`config.mk`:
```
export PLATFORM = sky130hd
export DESIGN_NAME = multicycle_ctrl_fsm_flat
export DESIGN_NICKNAME = d
export VERILOG_FILES = /design/src/rtl/multicycle_ctrl_fsm_if.sv /design/src/rtl/multicycle_ctrl_fsm.sv /design/src/flat_wrapper.sv
export SDC_FILE = /design/constraint.sdc
export NUM_CORES = 1
export LEC_CHECK = 0
export CORE_ASPECT_RATIO = 1.2
export CORE_MARGIN = 2
export CORE_UTILIZATION = 49
export CTS_CLUSTER_DIAMETER = 80
export DETAILED_ROUTE_END_ITERATION = 8
export PLACE_DENSITY = 0.77
export SYNTH_ARGS = -nofsm -noshare
export SYNTH_HDL_FRONTEND = slang
export SYNTH_SLANG_ARGS = --single-unit
```
`constraint.sdc`:
```
create_clock -name clk -period 2.97 [get_ports clk]
set_clock_uncertainty 0.15 [all_clocks]
set_input_delay 0.7425 -clock clk [delete_from_list [all_inputs] [get_ports clk]]
set_output_delay 0.7425 -clock clk [all_outputs]
set_load 0.02 [all_outputs]
```
`src/rtl/multicycle_ctrl_fsm_if.sv`:
```
// ---------------------------------------------------------------------------
// multicycle_ctrl_fsm_if
// Bundle of the control signals that run between the multicycle RV32I main
// controller and the datapath / unified memory port.
//
// Signals:
//   op[6:0]        opcode field of the instruction register (to controller)
//   mem_ready      memory accepted/completed the current request (to controller)
//   mem_req        memory request valid
//   MemWrite       store request, qualifies mem_req
//   AdrSrc         0 = PC address, 1 = ALU result register address
//   IRWrite        load instruction register
//   PCUpdate       unconditional PC write
//   Branch         PC write qualified by ALU zero
//   RegWrite       register file write enable
//   ALUSrcA[1:0]   00 PC, 01 OldPC, 10 rs1 data
//   ALUSrcB[1:0]   00 rs2 data, 01 immediate, 10 constant 4
//   ALUOp[1:0]     00 add, 01 sub, 10 funct-decoded
//   ResultSrc[1:0] 00 ALUOut, 01 memory data, 10 ALU result
//   fault          sticky illegal-opcode / memory-timeout flag
//   state_o[3:0]   current controller state (debug)
//
// Modports:
//   master - the controller (drives the control outputs)
//   slave  - the datapath/memory side (drives op and mem_ready)
// ---------------------------------------------------------------------------
interface multicycle_ctrl_fsm_if;
    logic [6:0] op;
    logic       mem_ready;
    logic       mem_req;
    logic       MemWrite;
    logic       AdrSrc;
    logic       IRWrite;
    logic       PCUpdate;
    logic       Branch;
    logic       RegWrite;
    logic [1:0] ALUSrcA;
    logic [1:0] ALUSrcB;
    logic [1:0] ALUOp;
    logic [1:0] ResultSrc;
    logic       fault;
    logic [3:0] state_o;

    modport master (
        input  op, mem_ready,
        output mem_req, MemWrite, AdrSrc, IRWrite, PCUpdate, Branch, RegWrite,
               ALUSrcA, ALUSrcB, ALUOp, ResultSrc, fault, state_o
    );

    modport slave (
        output op, mem_ready,
        input  mem_req, MemWrite, AdrSrc, IRWrite, PCUpdate, Branch, RegWrite,
               ALUSrcA, ALUSrcB, ALUOp, ResultSrc, fault, state_o
    );
endinterface

```
`src/rtl/multicycle_ctrl_fsm.sv`:
```
// ---------------------------------------------------------------------------
// multicycle_ctrl_fsm
// Main control state machine of the multicycle RV32I core. Sequences the
// shared ALU, instruction register, PC and unified memory port through
// fetch / decode / execute / memory / writeback cycles. Memory accesses use a
// req/ready handshake guarded by a bounded wait timeout.
//
// Parameters:
//   TIMEOUT_CYCLES  max cycles to wait for mem_ready before faulting (0 = off)
//   CNT_W           width of the performance counters (PERF_CNT_EN only)
//
// Ports:
//   clk        core clock, rising edge
//   rst_n      asynchronous active-low reset
//   bus        multicycle_ctrl_fsm_if.master control bundle
//   cycle_cnt  cycles spent outside HALT        (PERF_CNT_EN only)
//   instret_cnt retired instructions            (PERF_CNT_EN only)
//
// Build option:
//   PERF_CNT_EN  when defined, adds the cycle_cnt / instret_cnt counters.
// ---------------------------------------------------------------------------
module multicycle_ctrl_fsm #(
    parameter int TIMEOUT_CYCLES = 255
`ifdef PERF_CNT_EN
    , parameter int CNT_W = 32
`endif
) (
    input  logic clk,
    input  logic rst_n,
    multicycle_ctrl_fsm_if.master bus
`ifdef PERF_CNT_EN
    , output logic [CNT_W-1:0] cycle_cnt
    , output logic [CNT_W-1:0] instret_cnt
`endif
);

    typedef enum logic [3:0] {
        ST_FETCH    = 4'd0,
        ST_DECODE   = 4'd1,
        ST_MEMADR   = 4'd2,
        ST_MEMREAD  = 4'd3,
        ST_MEMWB    = 4'd4,
        ST_MEMWRITE = 4'd5,
        ST_EXECR    = 4'd6,
        ST_EXECI    = 4'd7,
        ST_ALUWB    = 4'd8,
        ST_BEQ      = 4'd9,
        ST_JAL      = 4'd10,
        ST_HALT     = 4'd15
    } state_t;

    typedef struct packed {
        logic       memReq;
        logic       memWrite;
        logic       adrSrc;
        logic       pcUpdate;
        logic       branch;
        logic       regWrite;
        logic [1:0] aluSrcA;
        logic [1:0] aluSrcB;
        logic [1:0] aluOp;
        logic [1:0] resultSrc;
    } ctrl_t;

    localparam logic [6:0] OP_LOAD   = 7'b0000011;
    localparam logic [6:0] OP_STORE  = 7'b0100011;
    localparam logic [6:0] OP_RTYPE  = 7'b0110011;
    localparam logic [6:0] OP_ITYPE  = 7'b0010011;
    localparam logic [6:0] OP_BRANCH = 7'b1100011;
    localparam logic [6:0] OP_JAL    = 7'b1101111;

    // The wait counter only has to reach TIMEOUT_CYCLES-1: the cycle that
    // would make it TIMEOUT_CYCLES is the one that raises the fault.
    localparam bit              TIMEOUT_ON = (TIMEOUT_CYCLES != 0);
    localparam int              WAIT_W     = (TIMEOUT_CYCLES > 1) ? $clog2(TIMEOUT_CYCLES) : 1;
    localparam logic [WAIT_W-1:0] WAIT_LIMIT = WAIT_W'((TIMEOUT_CYCLES > 0) ? TIMEOUT_CYCLES - 1 : 0);

    // Moore control word for each state. Selects that a state does not use
    // sit at the fetch defaults so the datapath sees a quiet, known pattern.
    function automatic ctrl_t decodeState(input state_t s);
        ctrl_t c;
        c           = '0;
        c.aluSrcB   = 2'b10;
        c.resultSrc = 2'b10;
        case (s)
            ST_FETCH:    c.memReq = 1'b1;
            ST_DECODE:   begin c.aluSrcA = 2'b01; c.aluSrcB = 2'b01; end
            ST_MEMADR:   begin c.aluSrcA = 2'b10; c.aluSrcB = 2'b01; end
            ST_MEMREAD:  begin c.memReq = 1'b1; c.adrSrc = 1'b1; end
            ST_MEMWB:    begin c.resultSrc = 2'b01; c.regWrite = 1'b1; end
            ST_MEMWRITE: begin c.memReq = 1'b1; c.memWrite = 1'b1; c.adrSrc = 1'b1; end
            ST_EXECR:    begin c.aluSrcA = 2'b10; c.aluSrcB = 2'b00; c.aluOp = 2'b10; end
            ST_EXECI:    begin c.aluSrcA = 2'b10; c.aluSrcB = 2'b01; c.aluOp = 2'b10; end
            ST_ALUWB:    begin c.resultSrc = 2'b00; c.regWrite = 1'b1; end
            ST_BEQ:      begin
                c.aluSrcA   = 2'b10;
                c.aluSrcB   = 2'b00;
                c.aluOp     = 2'b01;
                c.resultSrc = 2'b00;
                c.branch    = 1'b1;
            end
            ST_JAL:      begin
                c.aluSrcA   = 2'b01;
                c.aluSrcB   = 2'b10;
                c.resultSrc = 2'b00;
                c.pcUpdate  = 1'b1;
            end
            default:     ;
        endcase
        return c;
    endfunction

    // Next-state rules. A timeout overrides whatever the handshake state
    // would otherwise do; unknown encodings fall into HALT.
    function automatic state_t nextState(input state_t s, input logic [6:0] opc,
                                         input logic rdy, input logic tmo);
        state_t n;
        n = s;
        case (s)
            ST_FETCH:    n = rdy ? ST_DECODE : ST_FETCH;
            ST_DECODE:   begin
                case (opc)
                    OP_LOAD, OP_STORE: n = ST_MEMADR;
                    OP_RTYPE:          n = ST_EXECR;
                    OP_ITYPE:          n = ST_EXECI;
                    OP_BRANCH:         n = ST_BEQ;
                    OP_JAL:            n = ST_JAL;
                    default:           n = ST_HALT;
                endcase
            end
            ST_MEMADR:   n = (opc == OP_LOAD) ? ST_MEMREAD : ST_MEMWRITE;
            ST_MEMREAD:  n = rdy ? ST_MEMWB : ST_MEMREAD;
            ST_MEMWB:    n = ST_FETCH;
            ST_MEMWRITE: n = rdy ? ST_FETCH : ST_MEMWRITE;
            ST_EXECR:    n = ST_ALUWB;
            ST_EXECI:    n = ST_ALUWB;
            ST_ALUWB:    n = ST_FETCH;
            ST_BEQ:      n = ST_FETCH;
            ST_JAL:      n = ST_ALUWB;
            ST_HALT:     n = ST_HALT;
            default:     n = ST_HALT;
        endcase
        if (tmo) n = ST_HALT;
        return n;
    endfunction

    state_t              r_state;
    ctrl_t               r_ctrl;
    logic                r_fault;
    logic [WAIT_W-1:0]   r_waitCnt;

    logic                w_timeout;
    logic                w_setFault;
    logic                w_fetchDone;
    state_t              w_nextState;

    // mem_ready in the limit cycle wins because it is excluded here.
    assign w_timeout   = TIMEOUT_ON && r_ctrl.memReq && !bus.mem_ready && (r_waitCnt == WAIT_LIMIT);
    assign w_nextState = nextState(r_state, bus.op, bus.mem_ready, w_timeout);
    // Every way into HALT (illegal opcode, timeout, corrupt state) is a fault.
    assign w_setFault  = (w_nextState == ST_HALT) && (r_state != ST_HALT);

    // State register plus the registered Moore control word. The control
    // word is loaded from the next state so it always matches r_state.
    always_ff @(posedge clk or negedge rst_n) begin
        if (!rst_n) begin
            r_state   <= ST_FETCH;
            r_ctrl    <= decodeState(ST_FETCH);
            r_fault   <= 1'b0;
            r_waitCnt <= '0;
        end else begin
            r_state <= w_nextState;
            r_ctrl  <= decodeState(w_nextState);
            if (w_setFault) r_fault <= 1'b1;
            if (TIMEOUT_ON && r_ctrl.memReq && !bus.mem_ready && !w_timeout)
                r_waitCnt <= r_waitCnt + 1'b1;
            else
                r_waitCnt <= '0;
        end
    end

    // Fetch handshake completes combinationally with mem_ready. rst_n gates
    // the request so it drops the instant reset is asserted mid-access.
    assign w_fetchDone   = rst_n && (r_state == ST_FETCH) && bus.mem_ready;

    assign bus.mem_req   = rst_n && r_ctrl.memReq;
    assign bus.MemWrite  = r_ctrl.memWrite;
    assign bus.AdrSrc    = r_ctrl.adrSrc;
    assign bus.IRWrite   = w_fetchDone;
    assign bus.PCUpdate  = r_ctrl.pcUpdate | w_fetchDone;
    assign bus.Branch    = r_ctrl.branch;
    assign bus.RegWrite  = r_ctrl.regWrite;
    assign bus.ALUSrcA   = r_ctrl.aluSrcA;
    assign bus.ALUSrcB   = r_ctrl.aluSrcB;
    assign bus.ALUOp     = r_ctrl.aluOp;
    assign bus.ResultSrc = r_ctrl.resultSrc;
    assign bus.fault     = r_fault;
    assign bus.state_o   = r_state;

`ifdef PERF_CNT_EN
    logic [CNT_W-1:0] r_cycleCnt;
    logic [CNT_W-1:0] r_instretCnt;
    logic             w_retire;

    // An instruction retires on the step back to FETCH from its final state.
    assign w_retire = (w_nextState == ST_FETCH) &&
                      ((r_state == ST_MEMWB) || (r_state == ST_MEMWRITE) ||
                       (r_state == ST_ALUWB) || (r_state == ST_BEQ));

    // Free-running performance counters; both wrap naturally.
    always_ff @(posedge clk or negedge rst_n) begin
        if (!rst_n) begin
            r_cycleCnt   <= '0;
            r_instretCnt <= '0;
        end else begin
            if (r_state != ST_HALT) r_cycleCnt <= r_cycleCnt + 1'b1;
            if (w_retire) r_instretCnt <= r_instretCnt + 1'b1;
        end
    end

    assign cycle_cnt   = r_cycleCnt;
    assign instret_cnt = r_instretCnt;
`endif

endmodule

```
`src/flat_wrapper.sv`:
```
// flat-port wrapper written by rule: the top's interface ports become plain ports
module multicycle_ctrl_fsm_flat 
#(
    parameter int TIMEOUT_CYCLES = 255

)
  (clk, rst_n, bus_op, bus_mem_ready, bus_mem_req, bus_MemWrite, bus_AdrSrc, bus_IRWrite, bus_PCUpdate, bus_Branch, bus_RegWrite, bus_ALUSrcA, bus_ALUSrcB, bus_ALUOp, bus_ResultSrc, bus_fault, bus_state_o);
  multicycle_ctrl_fsm_if bus_i ();
  input  logic clk;
  input  logic rst_n;
  input wire logic [$bits(bus_i.op)-1:0] bus_op;
  input wire logic [$bits(bus_i.mem_ready)-1:0] bus_mem_ready;
  output wire logic [$bits(bus_i.mem_req)-1:0] bus_mem_req;
  output wire logic [$bits(bus_i.MemWrite)-1:0] bus_MemWrite;
  output wire logic [$bits(bus_i.AdrSrc)-1:0] bus_AdrSrc;
  output wire logic [$bits(bus_i.IRWrite)-1:0] bus_IRWrite;
  output wire logic [$bits(bus_i.PCUpdate)-1:0] bus_PCUpdate;
  output wire logic [$bits(bus_i.Branch)-1:0] bus_Branch;
  output wire logic [$bits(bus_i.RegWrite)-1:0] bus_RegWrite;
  output wire logic [$bits(bus_i.ALUSrcA)-1:0] bus_ALUSrcA;
  output wire logic [$bits(bus_i.ALUSrcB)-1:0] bus_ALUSrcB;
  output wire logic [$bits(bus_i.ALUOp)-1:0] bus_ALUOp;
  output wire logic [$bits(bus_i.ResultSrc)-1:0] bus_ResultSrc;
  output wire logic [$bits(bus_i.fault)-1:0] bus_fault;
  output wire logic [$bits(bus_i.state_o)-1:0] bus_state_o;
  assign bus_i.op = bus_op;
  assign bus_i.mem_ready = bus_mem_ready;
  assign bus_mem_req = bus_i.mem_req;
  assign bus_MemWrite = bus_i.MemWrite;
  assign bus_AdrSrc = bus_i.AdrSrc;
  assign bus_IRWrite = bus_i.IRWrite;
  assign bus_PCUpdate = bus_i.PCUpdate;
  assign bus_Branch = bus_i.Branch;
  assign bus_RegWrite = bus_i.RegWrite;
  assign bus_ALUSrcA = bus_i.ALUSrcA;
  assign bus_ALUSrcB = bus_i.ALUSrcB;
  assign bus_ALUOp = bus_i.ALUOp;
  assign bus_ResultSrc = bus_i.ResultSrc;
  assign bus_fault = bus_i.fault;
  assign bus_state_o = bus_i.state_o;
  multicycle_ctrl_fsm #(.TIMEOUT_CYCLES(TIMEOUT_CYCLES)) u_core (.clk(clk), .rst_n(rst_n), .bus(bus_i));
endmodule
```
# Yosys cells after proc, flatten, opt, wreduce, memory -nomap -nowiden
# Cells that the tools add are included.
# op_classes
add_sub_neg	1
eq_ne	29
n_mux	17
bitwise_logic	1
reduce_logical	21
# op_table
operator	count
$eq 4x3->1 const B	8
$eq 4x4->1 const B	7
$pmux 4 s7	1
$pmux 4 s5	1
$eq 4x2->1 const B	4
$pmux 4 s4	1
$eq 7x6->1 const B	2
$eq 7x7->1 const B	2
$reduce_or 2->1	6
$reduce_or 3->1	4
$mux 3	3
$add 8x1->8 const B	1
$eq 4x1->1 const B	2
$eq 8x8->1 const B	1
$logic_not 4->1	2
$mux 8	1
$pmux 2 s2	2
$eq 7x2->1 const B	1
$eq 7x5->1 const B	1
$logic_and 1x1->1	7
$mux 1	7
$mux 4	1
$ne 4x4->1 const B	1
$logic_not 1->1	2
$or 1x1->1	1
# totals
reg_bits	27
input_bits	10
out_inout_bits	20
word_cells	82

# Longest topological paths before layout
# Gate-level depths: netlist of the first run.
# depth
word_depth	8
ltp_mapped	9
mapped_depth_nobuf	8

# Worst setup path before layout of the first run
# Ideal clock, no wire load.
# synth_timing
path_kind	flip-flop to output port
startpoint	register u_core.r_state[2], in the netlist u_core.bus.state_o[2]
endpoint	output bus_PCUpdate
t_arrival_ps	1817
required_time_ps	2078
setup_slack_ps	260
stages_incl_launch_ff	7
path_buffers	1
path_cell_list	dfrtp_1 clkbuf_1 nor2_1 nand2_1 nor3_1 and2_1 or2_2
# synth_between
elab_chain_len	4
# synth_lines
item	line_no	rtl
start: declaration	multicycle_ctrl_fsm.sv:147	state_t r_state;
start signal: assignment	multicycle_ctrl_fsm.sv:172	r_state <= w_nextState;
$logic_not 4->1	multicycle_ctrl_fsm.sv:184	assign w_fetchDone = rst_n && (r_state == ST_FETCH) && bus.mem_ready;
$logic_and 1x1->1 (2 in a row)	multicycle_ctrl_fsm.sv:184	
net bus_IRWrite	flat_wrapper.sv:16	output wire logic [$bits(bus_i.IRWrite)-1:0] bus_IRWrite;
$or 1x1->1	multicycle_ctrl_fsm.sv:190	assign bus.PCUpdate = r_ctrl.pcUpdate | w_fetchDone;
end: declaration	flat_wrapper.sv:17	output wire logic [$bits(bus_i.PCUpdate)-1:0] bus_PCUpdate;
# The timed path passes the listed nets, and every way through them passes these cells.

# Worst setup path after layout of the first run
# layout_timing
startpoint	input bus_mem_ready
endpoint	output bus_PCUpdate
# layout_between
elab_chain_len	2
# layout_lines
item	line_no	rtl
start: declaration	flat_wrapper.sv:12	input wire logic [$bits(bus_i.mem_ready)-1:0] bus_mem_ready;
$logic_and 1x1->1	multicycle_ctrl_fsm.sv:184	
$or 1x1->1	multicycle_ctrl_fsm.sv:190	
# No other way between the ends.

==> results of run 1 <==
## per-stage QoR
step / setup TNS, ns / utilization / cells / area [µm²] / setup WS [ns]
6_report: 0 / 0.6757 / 220 / 1882 / 0.08546
5_1_grt: 0 / 0.6757 / 220 / 1882 / 0.03249
4_1_cts: 0 / 0.6739 / 220 / 1877 / 0.02205
3_5_place_dp: -1.101 / 0.6554 / 216 / 1826 / -0.3126
3_3_place_gp: -0.6595 / 0.6554 / 216 / 1826 / -0.2686
2_1_floorplan: 0 / - / 144 / 1423 / 0.2604
## layout by cell type (no fill, tap or decap), types with 3 or more instances in the layout
| cell type | synthesis | layout |
|---|---|---|
| nand3b_1 | 3 | 3 |
| clkbuf_4 | 0 | 3 |
| xnor2_1 | 3 | 3 |
| dfstp_2 | 3 | 3 |
| xor2_1 | 8 | 8 |
| buf_4 | 8 | 22 |
| inv_1 | 5 | 5 |
| nand4_1 | 3 | 3 |
| dfrtp_1 | 23 | 23 |
| and3_1 | 3 | 3 |
| clkdlybuf4s50_1 | 0 | 26 |
| o31ai_1 | 3 | 3 |
| nand3_1 | 6 | 6 |
| nor3_1 | 6 | 5 |
| nor2_1 | 14 | 14 |
| o21ai_0 | 3 | 3 |
| and2_1 | 4 | 4 |
| nand2_1 | 8 | 8 |
## layer usage
metal	track usage	vias up	wire, µm
li1	-	582	-
met1	0.2363	583	1208
met2	0.3719	30	1682
met3	0.03589	6	115
met4	0.07692	0	51
met5	0	-	0
## cells by family after synthesis
family	synth area share
simple gates	0.2515
flops	0.4600
compound gates	0.1205
buf+inv	0.08267
xor+xnor	0.06773
fa+ha+maj	0.01759
## how the worst max path moves through the flow
stage	slack, ns	cells past startpoint	to
after global placement	-0.27	6	bus_PCUpdate
after CTS	0.02	5	bus_IRWrite
final	0.09	6	bus_PCUpdate
after global routing	0.03	6	bus_PCUpdate
after floorplan	0.26	6	bus_PCUpdate
after detailed placement	-0.31	6	bus_PCUpdate
## timing repair
item | in CTS | in global routing
resized for setup | 5 | 1
pin swaps | 0 | 0
endpoints found under the hold margin | 0 | 0
buffers inserted | 0 | 0
endpoints found under the setup margin | 3 | 2
## worst register-to-register path, cell delays in order (launching register included)
cell and delay (ns):
dfrtp_1 0.42, buf_4 0.18, nor2b_4 0.14, or4_1 0.51
a41o_1 0.25, nor3_2 0.21, buf_4 0.21, and4_1 0.23
a21o_1 0.10
## final cells by class
| class | count | area (µm²) | area share |
|---|---|---|---|
| repair buffers | 51 | 454.2 | 0.2414 |
| clock inverters | 1 | 30.03 | 0.01596 |
| well taps | 34 | 42.54 | 0.02261 |
| inverters | 6 | 22.52 | 0.01197 |
| multi-input cells | 99 | 655.6 | 0.3484 |
| flip-flops and latches | 26 | 654.4 | 0.3477 |
| clock buffers | 3 | 22.52 | 0.01197 |
## flip-flops by register name, indices dropped and copies added (netlist names)
name	flops
u_core.bus.ALUOp	1
u_core.bus.ALUSrcA	2
u_core.bus.ALUSrcB	2
u_core.bus.AdrSrc	1
u_core.bus.Branch	1
u_core.bus.MemWrite	1
u_core.bus.RegWrite	1
u_core.bus.ResultSrc	2
u_core.bus.fault	1
u_core.bus.state_o	4
u_core.r_ctrl	2
u_core.r_waitCnt	8
## power by group
part           switching (W)  internal, W
sequential                 0     0.000354
clock               0.000105     0.000137
combinational      0.0000190    0.0000238
total               0.000124     0.000515
==> impl_metrics.env, run 1 <==
export IMPL_synth_warnings=0
export IMPL_hpwl_um=2488
export IMPL_synth_common_cells="23 x dfrtp_1, 14 x nor2_1, 8 x buf_4, 8 x nand2_1, 8 x xor2_1"
export IMPL_track_usage=0.2075
export IMPL_yosysUniqueCellTypes=46
export IMPL_synth_edf_count=0
export IMPL_io_buffers=29
export IMPL_ys_async_sr_fraction=1.000
export IMPL_hold_class="reg2reg"
export IMPL_hold_slack_ns=0.3591
export IMPL_core_mm2=0.002785
export IMPL_ys_ff_latch=26
export IMPL_via_count=1201
export IMPL_synth_ff_type="dfrtp_1"
export IMPL_reg2reg_slack_ns=0.54
export IMPL_clockRootBuffer="clkbuf_4"
export IMPL_total_power_w=0.0006390
export IMPL_pin_count=30
export IMPL_place_congestion=0.8620
export IMPL_worstPathMaxFanout=2
export IMPL_drc=0
export IMPL_die_h_um=63.03
export IMPL_synth_area_mm2=0.001423
export IMPL_max_clock_path_buffers=2
export IMPL_grt_antenna_before_repair=0
export IMPL_ys_seq_area_frac=0.4600
export IMPL_fin_nets=199
export IMPL_rsz0062_at_grt="no"
export IMPL_holdBufCountCts=0
export IMPL_cap_viol_max_count=0
export IMPL_syn_area_per_cell_um2=9.879
export IMPL_diodes=0
export IMPL_clkSinkCount=26
export IMPL_yosysTopAreaCell="dfrtp_1"
export IMPL_overflow=0
export IMPL_path_delay_family="buffers and inverters"
export IMPL_drive_above_1_share=0.2204
export IMPL_start_util=0.5108
export IMPL_critical_path_slowest_cell="clkdlybuf4s50_1"
export IMPL_fmax_mhz=346.7
export IMPL_whs_endpoint="u_core.bus.fault$_DFFE_PN0P_"
export IMPL_r2r_start="u_core.bus.state_o[1]$_DFF_PN0_"
export IMPL_setup_violations=0
export IMPL_grt_max_degree=16
export IMPL_first_pass_iters=4
export IMPL_die_area_mm2=0.003352
export IMPL_drt_iter0_drc=29
export IMPL_whs_path_depth=1
export IMPL_clkTransAtPathRegs_ns=0.13
export IMPL_hold_violations=0
export IMPL_grt_pass1_vias=1213
export IMPL_insertion_delay_ns=0.33
export IMPL_std_cell_rows=21
export IMPL_min_from="u_core.bus.fault$_DFFE_PN0P_"
export IMPL_synth_top_area_share=0.4046
export IMPL_drv_slew=0
export IMPL_leakagePower_nw=0.8290
export IMPL_num_fill_cells=239
export IMPL_wl_per_cell_um=13.90
export IMPL_vdd_ir_drop_max_v=0.0003971
export IMPL_cts_tree="done"
export IMPL_outcome="finished, final reports clean"
export IMPL_cts_made_buffers=3
export IMPL_maxSlewHeadroom=0.6288
export IMPL_p_per_area_mw_per_mm2=339.6
export IMPL_vias_per_cell=5.459
export IMPL_period_minus_slack_ns=2.885
export IMPL_cp_required_ns=2.08
export IMPL_startpoint="bus_mem_ready"
export IMPL_period_share=0.9712
export IMPL_syn_nets=156
export IMPL_cp_end_kind="output pin"
export IMPL_start_kind="primary input"
export IMPL_cp_data_arrival_time_ns=1.99
export IMPL_r2r_cells=8
export IMPL_path_class="in2out"
export IMPL_drt_total_wl_um=3057
export IMPL_timing_critical_path_buf_inv=2
export IMPL_cts_max_level=1
export IMPL_syn_to_final_growth_pct=32.28
export IMPL_slowest_delay_ns=0.43
export IMPL_grt_pass1_wl_um=5223
export IMPL_die_x_um=53.19
export IMPL_r2r_end="u_core.bus.ALUSrcA[1]$_DFF_PN0_"
export IMPL_netlist_instances=144
export IMPL_synth_most_common_cell="dfrtp_1"
export IMPL_drtAntennaViolNets=0
export IMPL_synth_area_leaders="dfrtp_1 40%, dfstp_2 5.5%, xor2_1 4.9%, buf_4 4.2%, nor2_1 3.7%"
export IMPL_max_slew_worst_pin_slew_ns=0.5556
export IMPL_path_cells="clkdlybuf4s50_1 -> nand2_1 -> nor3_2 -> and2_1 -> or2_2 -> clkdlybuf4s15_2"
No activity file was read; power rests on OpenSTA's default activity.
==> run 2, diff against run 1 <==
CORE_UTILIZATION = 40   (was 49)
PLACE_DENSITY = 0.65   (was 0.77)
==> run 2 against run 1 <==
Against the previous run:
- maximum frequency decreased by 1.0%
- power is 7.6% higher
- first-iteration DRC count is 21% higher
- cell area grew 0.53%
- clock power up 21%
- clock-buffer cell count unchanged
- die area grew 21%
- wire length is 1.5% lower
- sequential share of layout area decreased by 0.18 points
==> impl_metrics.env, run 2 (synthesized netlist as in run 1, its figures left out) <==
export IMPL_die_h_um=69.33
export IMPL_insertion_delay_ns=0.27
export IMPL_period_minus_slack_ns=2.915
export IMPL_outcome="finished, final reports clean"
export IMPL_hold_violations=0
export IMPL_hpwl_um=2403
export IMPL_path_class="in2out"
export IMPL_min_from="u_core.bus.fault$_DFFE_PN0P_"
export IMPL_cp_end_kind="output pin"
export IMPL_maxSlewHeadroom=0.6056
export IMPL_max_clock_path_buffers=2
export IMPL_core_mm2=0.003367
export IMPL_r2r_start="u_core.bus.state_o[1]$_DFF_PN0_"
export IMPL_cts_made_buffers=3
export IMPL_clkTransAtPathRegs_ns=0.09
export IMPL_vias_per_cell=5.194
export IMPL_p_sw_frac=0.1908
export IMPL_leakagePower_nw=0.8274
export IMPL_pin_count=30
export IMPL_drtAntennaViolNets=0
export IMPL_period_share=0.9815
export IMPL_critical_path_depth=3
export IMPL_pwr_share_clk=0.427
export IMPL_p_int_w=0.0005565
export IMPL_dpl_instance_area_mm2=0.001822
export IMPL_first_pass_iters=4
export IMPL_r2r_cells=9
export IMPL_drv_slew=0
export IMPL_final_cells=222
export IMPL_dp_cells=218
export IMPL_p_sw_w=0.0001312
export IMPL_wl_per_cell_um=13.57
export IMPL_die_x_um=58.44
export IMPL_place_congestion=0.7993
export IMPL_startpoint="rst_n"
export IMPL_diodes=0
export IMPL_cts_resized_gates=3
export IMPL_grt_pass1_vias=1151
export IMPL_holdBufCountCts=0
export IMPL_path_cells="clkdlybuf4s50_1 -> and2_1 -> clkdlybuf4s50_1"
export IMPL_grt_antenna_before_repair=0
export IMPL_critical_path_slowest_cell="clkdlybuf4s50_1"
export IMPL_worstPathMaxFanout=4
export IMPL_final_common_cell="clkdlybuf4s50_1"
export IMPL_p_comb_frac=0.058
export IMPL_fin_nets=198
export IMPL_via_count=1153
export IMPL_cp_common_cell="clkdlybuf4s50_1"
export IMPL_drt_iter0_drc=35
export IMPL_cap_viol_max_count=0
export IMPL_overflow=0
export IMPL_grt_max_degree=17
export IMPL_setup_violations=0
export IMPL_clkSinkCount=26
export IMPL_drc=0
export IMPL_drive_above_1_share=0.2162
export IMPL_track_usage=0.1646
export IMPL_io_buffers=29
export IMPL_vdd_ir_drop_max_v=0.0002661
export IMPL_seq_power_share=0.515
export IMPL_std_cell_rows=23
export IMPL_path_delay_family="buffers and inverters"
export IMPL_post_cts_setup_buffers=0
export IMPL_drt_total_wl_um=3012
export IMPL_largest_register="u_core.r_waitCnt"
export IMPL_max_slew_worst_pin_slew_ns=0.5904
export IMPL_slowest_delay_ns=0.60
export IMPL_cp_required_ns=2.08
export IMPL_fmax_mhz=343.1
export IMPL_cts_max_level=1
export IMPL_cp_data_arrival_time_ns=2.02
export IMPL_clockRootBuffer="clkbuf_8"
export IMPL_cts_tree="done"
export IMPL_start_kind="primary input"
export IMPL_largest_register_ffs=8
export IMPL_final_cell_mix="27 x clkdlybuf4s50_1, 23 x dfrtp_1, 21 x buf_4"
export IMPL_syn_to_final_growth_pct=32.98
export IMPL_timing_critical_path_buf_inv=2
export IMPL_start_util=0.4225
export IMPL_hold_class="reg2reg"
export IMPL_p_per_area_mw_per_mm2=363.5
export IMPL_rsz0062_at_grt="no"
export IMPL_tns_ns=0
export IMPL_die_area_mm2=0.004052
export IMPL_whs_path_depth=1
export IMPL_final_cell_area_mm2=0.001892
export IMPL_grt_pass1_wl_um=5112
## run 2: power groups by stage
stage | registers (W) | logic, W | clock network, W
6_report | 0.000354 | 0.0000401 | 0.000294
5_1_grt | 0.000354 | 0.0000439 | 0.000314
4_1_cts | 0.000354 | 0.0000405 | 0.000301
3_5_place_dp | 0.000361 | 0.0000404 | 0
3_3_place_gp | 0.000361 | 0.0000391 | 0
2_1_floorplan | 0.000361 | 0.00000532 | 0
## run 2: path summary, 6_finish.rpt
path / slack (ns) / endpoint
worst max-delay path: 0.06 / bus_mem_req
worst min-delay path: 0.36 / u_core.bus.fault$_DFFE_PN0P_
worst max register to register: 0.56 / u_core.bus.RegWrite$_DFF_PN0_
worst min register to register: 0.36 / u_core.bus.fault$_DFFE_PN0P_
max in group asynchronous: 1.68 / u_core.bus.ResultSrc[1]$_DFF_PN1_
min in group asynchronous: 0.71 / u_core.r_waitCnt[4]$_DFF_PN0_
## run 2: cell type report
type / instances / area (µm²)
sequential: 26 / 654.4
multi-input combinational: 99 / 655.6
clock buffer: 3 / 41.29
tap: 37 / 46.29
inverter: 6 / 22.52
timing repair buffer: 50 / 441.7
fill: 300 / 1475
clock inverter: 1 / 30.03
## run 2: metrics by stage
| stage | power (W) | util | setup slack, ns | hold WS (ns) |
|---|---|---|---|---|
| after floorplan | 0.0003662 | - | 0.2604 | 0.2969 |
| after global placement | 0.0003998 | 0.5411 | -0.2859 | 0.3294 |
| after detailed placement | 0.0004011 | 0.5411 | -0.2766 | 0.3445 |
| after CTS | 0.0006956 | 0.5619 | 0.02847 | 0.3647 |
| after global routing | 0.0007120 | 0.5619 | 0.01573 | 0.3705 |
| final | 0.0006876 | 0.5619 | 0.05505 | 0.3550 |
## run 2: worst register-to-register path, cell delays in order (launching register included)
cell and delay, ns:
dfrtp_1 0.40, buf_4 0.18, nor2b_4 0.14, or4_1 0.53
a41o_1 0.26, nor3_2 0.10, buf_4 0.19, buf_4 0.15
xnor2_1 0.07, nor3_1 0.16
## run 2: routing by layer
metal  vias to the layer above  part of all wire  track usage
li1                        572                 -            -
met1                       557              0.43       0.1971
met2                        22              0.53       0.2772
met3                         2             0.034      0.03545
met4                         0             0.010      0.06977
met5                         -                 0            0
